## src/rtl/rop_frag_serializer.sv

```systemverilog
// Serializes one warp-wide ROP request into single fragments, lowest active lane first.
// Define ROP_FRAG_SER_PERF_EN to add the perf_reqs / perf_frags / perf_stalls counters.
`timescale 1ns/1ps
module rop_frag_serializer #(
  parameter int NUM_LANES  = 4,
  parameter int DIM_BITS   = 11,
  parameter int DEPTH_BITS = 24,
  parameter int UUID_WIDTH = 1
) (
  input  logic                            clk,
  input  logic                            reset,
  input  logic                            req_valid,
  output logic                            req_ready,
  input  logic [UUID_WIDTH-1:0]           req_uuid,
  input  logic [NUM_LANES-1:0]            req_mask,
  input  logic [NUM_LANES*DIM_BITS-1:0]   req_pos_x,
  input  logic [NUM_LANES*DIM_BITS-1:0]   req_pos_y,
  input  logic [NUM_LANES*32-1:0]         req_color,
  input  logic [NUM_LANES*DEPTH_BITS-1:0] req_depth,
  input  logic [NUM_LANES-1:0]            req_face,
  output logic                            frag_valid,
  input  logic                            frag_ready,
  output logic [UUID_WIDTH-1:0]           frag_uuid,
  output logic [$clog2(NUM_LANES)-1:0]    frag_lane,
  output logic [DIM_BITS-1:0]             frag_pos_x,
  output logic [DIM_BITS-1:0]             frag_pos_y,
  output logic [31:0]                     frag_color,
  output logic [DEPTH_BITS-1:0]           frag_depth,
  output logic                            frag_face,
  output logic                            frag_last,
`ifdef ROP_FRAG_SER_PERF_EN
  output logic [31:0]                     perf_reqs,
  output logic [31:0]                     perf_frags,
  output logic [31:0]                     perf_stalls,
`endif
  output logic                            busy
);

  localparam int LANE_BITS = $clog2(NUM_LANES);

  typedef enum logic {
    IDLE = 1'b0,
    BUSY = 1'b1
  } state_e;

  state_e                          state_q, state_d;
  logic [NUM_LANES-1:0]            rem_q, rem_d;
  logic [UUID_WIDTH-1:0]           uuid_q;
  logic [NUM_LANES*DIM_BITS-1:0]   pos_x_q;
  logic [NUM_LANES*DIM_BITS-1:0]   pos_y_q;
  logic [NUM_LANES*32-1:0]         color_q;
  logic [NUM_LANES*DEPTH_BITS-1:0] depth_q;
  logic [NUM_LANES-1:0]            face_q;

  logic [LANE_BITS-1:0] sel;
  logic [NUM_LANES-1:0] remClr;
  logic                 lastLane;
  logic                 fragFire;
  logic                 reqFire;
  logic                 loadReq;

  // Priority encoder: scanning downward lets the lowest set bit win.
  always_comb begin
    sel = '0;
    for (int i = NUM_LANES - 1; i >= 0; i--) begin
      if (rem_q[i]) sel = LANE_BITS'(i);
    end
  end

  assign remClr     = rem_q & ~(NUM_LANES'(1) << sel);
  assign lastLane   = (remClr == '0);
  assign frag_valid = (state_q == BUSY);
  assign busy       = (state_q == BUSY);
  assign frag_last  = lastLane;
  assign fragFire   = frag_valid & frag_ready;
  assign req_ready  = (state_q == IDLE) | (fragFire & lastLane);
  assign reqFire    = req_valid & req_ready;
  assign loadReq    = reqFire & (req_mask != '0);

  // A request accept only happens when the held request is empty or finishing,
  // so it simply overrides the lane clear; a zero mask therefore lands in IDLE.
  always_comb begin
    rem_d = rem_q;
    if (fragFire) rem_d = remClr;
    if (reqFire)  rem_d = req_mask;
    state_d = (rem_d != '0) ? BUSY : IDLE;
  end

  always_ff @(posedge clk or negedge reset) begin
    if (!reset) begin
      state_q <= IDLE;
      rem_q   <= '0;
    end else begin
      state_q <= state_d;
      rem_q   <= rem_d;
    end
  end

  always_ff @(posedge clk) begin
    if (loadReq) begin
      uuid_q  <= req_uuid;
      pos_x_q <= req_pos_x;
      pos_y_q <= req_pos_y;
      color_q <= req_color;
      depth_q <= req_depth;
      face_q  <= req_face;
    end
  end

  always_comb begin
    frag_uuid  = uuid_q;
    frag_lane  = sel;
    frag_pos_x = '0;
    frag_pos_y = '0;
    frag_color = '0;
    frag_depth = '0;
    frag_face  = 1'b0;
    for (int i = 0; i < NUM_LANES; i++) begin
      if (sel == LANE_BITS'(i)) begin
        frag_pos_x = pos_x_q[i*DIM_BITS +: DIM_BITS];
        frag_pos_y = pos_y_q[i*DIM_BITS +: DIM_BITS];
        frag_color = color_q[i*32 +: 32];
        frag_depth = depth_q[i*DEPTH_BITS +: DEPTH_BITS];
        frag_face  = face_q[i];
      end
    end
  end

`ifdef ROP_FRAG_SER_PERF_EN
  logic [31:0] perfReqs_q, perfFrags_q, perfStalls_q;

  // Free-running wrap-around counters.
  always_ff @(posedge clk or negedge reset) begin
    if (!reset) begin
      perfReqs_q   <= '0;
      perfFrags_q  <= '0;
      perfStalls_q <= '0;
    end else begin
      if (reqFire)                  perfReqs_q   <= perfReqs_q + 32'd1;
      if (fragFire)                 perfFrags_q  <= perfFrags_q + 32'd1;
      if (frag_valid && !frag_ready) perfStalls_q <= perfStalls_q + 32'd1;
    end
  end

  assign perf_reqs   = perfReqs_q;
  assign perf_frags  = perfFrags_q;
  assign perf_stalls = perfStalls_q;
`endif

endmodule

```

## config.mk

```make
export PLATFORM = sky130hd
export DESIGN_NAME = rop_frag_serializer
export DESIGN_NICKNAME = d
export VERILOG_FILES = /design/src/rtl/rop_frag_serializer.sv
export SDC_FILE = /design/constraint.sdc
export NUM_CORES = 1
export LEC_CHECK = 0
export CAP_MARGIN = 20
export CORE_MARGIN = 2
export CORE_UTILIZATION = 42
export CTS_CLUSTER_SIZE = 8
export DETAILED_ROUTE_END_ITERATION = 8
export PLACE_DENSITY = 0.77
export SETUP_SLACK_MARGIN = 0.3
export SLEW_MARGIN = 10
export SYNTH_ARGS = -nofsm -noshare
export SYNTH_HDL_FRONTEND = slang
export SYNTH_SLANG_ARGS = --single-unit
```

## constraint.sdc

```tcl
create_clock -name clk -period 15.19 [get_ports clk]
set_input_delay 3.7975 -clock clk [delete_from_list [all_inputs] [get_ports clk]]
set_output_delay 3.7975 -clock clk [all_outputs]
set_load 0.005 [all_outputs]
```

==> metrics.md <==
| Metric | Value |
|---|---|
| Sequential power share | 0.368 |
| Total number of vias | 8664 |
| Area grow syn2layout | 44.72% |
| Crit end category | output port |
| Unrepaired setup endpoints after global routing | no |
| Post-route cell area | 18240 um2 |
| Clock Skew | 11.28 ps |
| Register area share after synthesis | 0.7654 |
| Postcts setup bufs | 0 |
| Initial DRC Count | 524 |
| Pin count of the biggest net entering global routing | 153 |
| Root Buffer | clkbuf_16 |
| Clk pwr share | 0.256 |
| Seq cells post-synth | 322 |
| MaxCap Viol Count | 0 |
| Layout cells sized above 1 | 0.06131 |
| Syn nets | 1154 |
| Worst-path clk slew | 50 ps |
| Worst EP required | 11390 ps |
| Slew @ Worst Pin | 1042 ps |
| CTS tree | done |
| LEAKAGE | 6.527 nW |
| Num Clock Sinks | 322 |
| Slew Limit Fails | 0 |
| Cell internal pwr | 2.484 mW |
| First-pass DRT Iterations | 5 |
| Period utilisation layout | 0.5793 |
| Skew-Pair Late Insertion Delay | 530 ps |
| Final setup fails | 0 |
| Die ar. | 31400 um2 |
| Switching share of total power | 0.3118 |
| GP Congestion | 0.8173 |
| Yosys cell types | 35 |
| Combinational power share | 0.377 |
| Die height | 177.2 um |
| Starting Density | 0.4263 |
| CORE AREA | 29560 um2 |
| Top Ports | 411 |
| Routed len/inst | 20.74 um |
| Sw Pwr | 1.126 mW |
| CP Launch Type | input pin |
| Non-filler cells, final | 1647 |
| Synth Instances | 829 |
| Slew headroom | 0.3052 |
| IO buf count | 410 |
| Routed Antenna Nets | 0 |
| Critical Path Fanout Max | 4 |
| CTS Hold Buffers Added | 0 |
| Total detailed-routing wirelength | 34150 um |
| Detailed placement HPWL | 22340 um |
| Dpl cells | 1578 |
| Final hold violations | 0 |
| Vias per cell | 5.260 |
| Critical Path AT | 5000 ps |
| VDD IR max | 0.1160 mV |
| Mapped Area | 12600 um2 |
| # rows | 63 |
| CTS Buf Count | 46 |
| Fin crit period | 8799 ps |
| Highest clock rate | 113.6 MHz |
| Max Buffers Root-to-Sink | 3 |
| Filler cell count | 2172 |
| Initial antenna violation count | 4 |
| Number of global-route vias before repair | 8809 |
| Die X | 177.2 um |
| Synth warnings | 0 |
| Worst hold path type | register to register |
| Setup CP Type | input pin to output port |
| DRC | 0 |
| Pwr Density | 197.9 nW/um2 |
| Avg Inst Size Synth | 15.20 um2 |
| First-pass GRT wire length | 49540 um |
| H-tree lvl count | 2 |
| Utilization after layout | 0.6169 |
| Area post-placement | 16930 um2 |
| Final nets | 1561 |
| CTS-repair resized insts | 0 |
| GRT Overall Usage | 0.2097 |
| Setup TNS Final | 0 ps |
| GRT overflow | 0 |
| Outcome | finished clean |
[per-stage QoR]
step	hold slack, ps	power, mW	setup WS, ps
after floorplan	672.8	2.063	2227
after global placement	602.7	2.680	6400
after detailed placement	610.5	2.708	6396
after CTS	617.5	3.647	6396
after global routing	637.1	3.807	6308
final	617.9	3.610	6391
[cell usage in the layout, fill, tap and decap left out, types with 2 or more instances in the layout]
| cell | n |
|---|---|
| edfxtp_1 | 317 |
| nand2_1 | 61 |
| mux2i_1 | 3 |
| dfrtp_4 | 2 |
| a211o_1 | 56 |
| nor3_1 | 2 |
| a21oi_1 | 56 |
| a22oi_1 | 46 |
| nand2b_1 | 3 |
| clkbuf_1 | 18 |
| a211oi_1 | 56 |
| nor2_2 | 7 |
| nor2_1 | 52 |
| o21ai_0 | 22 |
| clkbuf_16 | 49 |
| clkdlybuf4s50_1 | 410 |
| o21ai_1 | 6 |
| buf_4 | 9 |
| dfrtp_1 | 2 |
| inv_1 | 59 |
[sequential cells by signal (all words and copies together) (netlist names)]
name and flops:
pos_y_q 44, frag_uuid 1, rem_q 4, busy 1
pos_x_q 44, color_q 128, depth_q 96, face_q 4
[cell usage after synthesis]
cell | count | area [um2]
o21ai_0 | 22 | 110.1
nor4_1 | 1 | 6.260
mux2_4 | 1 | 15.01
nor4b_4 | 1 | 23.77
nor2_1 | 53 | 198.9
nor2b_1 | 2 | 12.51
buf_6 | 9 | 101.4
a221oi_1 | 1 | 8.760
nor2_2 | 7 | 43.79
a211o_1 | 56 | 490.5
nand3b_1 | 1 | 7.510
or2_1 | 1 | 6.260
a21o_1 | 1 | 7.510
nand2b_1 | 3 | 18.77
nand2_1 | 61 | 229.0
maj3_1 | 1 | 10.01
buf_1 | 1 | 3.750
clkbuf_1 | 14 | 52.55
or4b_1 | 1 | 10.01
buf_2 | 24 | 120.1
a21oi_1 | 56 | 280.3
o21ai_1 | 6 | 30.03
nor4b_1 | 1 | 8.760
mux2i_1 | 3 | 30.03
buf_4 | 13 | 97.59
and2b_1 | 1 | 7.510
a211oi_1 | 56 | 420.4
a22oi_1 | 46 | 345.3
nor3_1 | 2 | 10.01
dfrtp_1 | 5 | 125.1
edfxtp_1 | 317 | 9519
o31ai_1 | 1 | 7.510
o31a_1 | 1 | 8.760
a211oi_2 | 1 | 12.51
inv_1 | 59 | 221.5
[kinds of logic (layout without fill, tap and decap cells)]
logic type / Yosys count / after routing / share of synthesized area
DFF: 322 / 322 / 0.7654
other: 0 / 1 / 0
muxes: 4 / 4 / 0.003574
adders and majority gates: 1 / 1 / 0.0007944
and+or+nand+nor: 135 / 135 / 0.04627
buffers and inverters: 120 / 547 / 0.04736
AOI/OAI and AO/OA: 247 / 247 / 0.1366
[worst max-delay path: stages]
cell and delay (ps):
clkdlybuf4s50_1 510, o21ai_0 100, nand2_1 90, clkdlybuf4s50_1 500
[layer usage]
layer  routed length [um]  GRT usage  share of wire  vias up
met5                   11          0        0.00032        -
li1                     -          -              -     3966
met4                 1228    0.08884          0.036        2
met3                 3682    0.07410           0.11       82
met2                16980     0.3606           0.50      430
met1                12250     0.2361           0.36     4184
[final timing paths]
path	start	end	slack [ps]	depth (start not counted)
min in group asynchronous	reset	rem_q[1]$_DFF_PN0_	3500	1
max in group asynchronous	reset	rem_q[0]$_DFF_PN0_	11460	1
worst max-delay path	frag_ready	req_ready	6390	4
worst min register to register	rem_q[2]$_DFF_PN0_	rem_q[2]$_DFF_PN0_	620	2
worst min-delay path	rem_q[2]$_DFF_PN0_	rem_q[2]$_DFF_PN0_	620	2
worst max register to register	rem_q[1]$_DFF_PN0_	pos_y_q[6]$_DFFE_PP_	11040	6
[area by class of cell]
cell class	instances	area, um2	area share
flip-flops and latches	322	9653	0.5293
repair buffers	420	4192	0.2298
multi-input cells	387	2377	0.1304
clock buffers	67	1294	0.07094
well taps	390	488.0	0.02676
inverters	59	221.5	0.01214
clock inverters	1	8.758	0.0004803
diodes	1	2.502	0.0001372
[power by group through the flow]
| stage | Combinational [mW] | Clock (mW) | Sequential, mW |
|---|---|---|---|
| after detailed placement | 1.36 | 0 | 1.34 |
| after floorplan | 0.730 | 0 | 1.33 |
| after global placement | 1.35 | 0 | 1.33 |
| final | 1.36 | 0.923 | 1.33 |
| after global routing | 1.48 | 0.981 | 1.34 |
| after CTS | 1.38 | 0.942 | 1.33 |
Power figures use the tool's default switching activity.
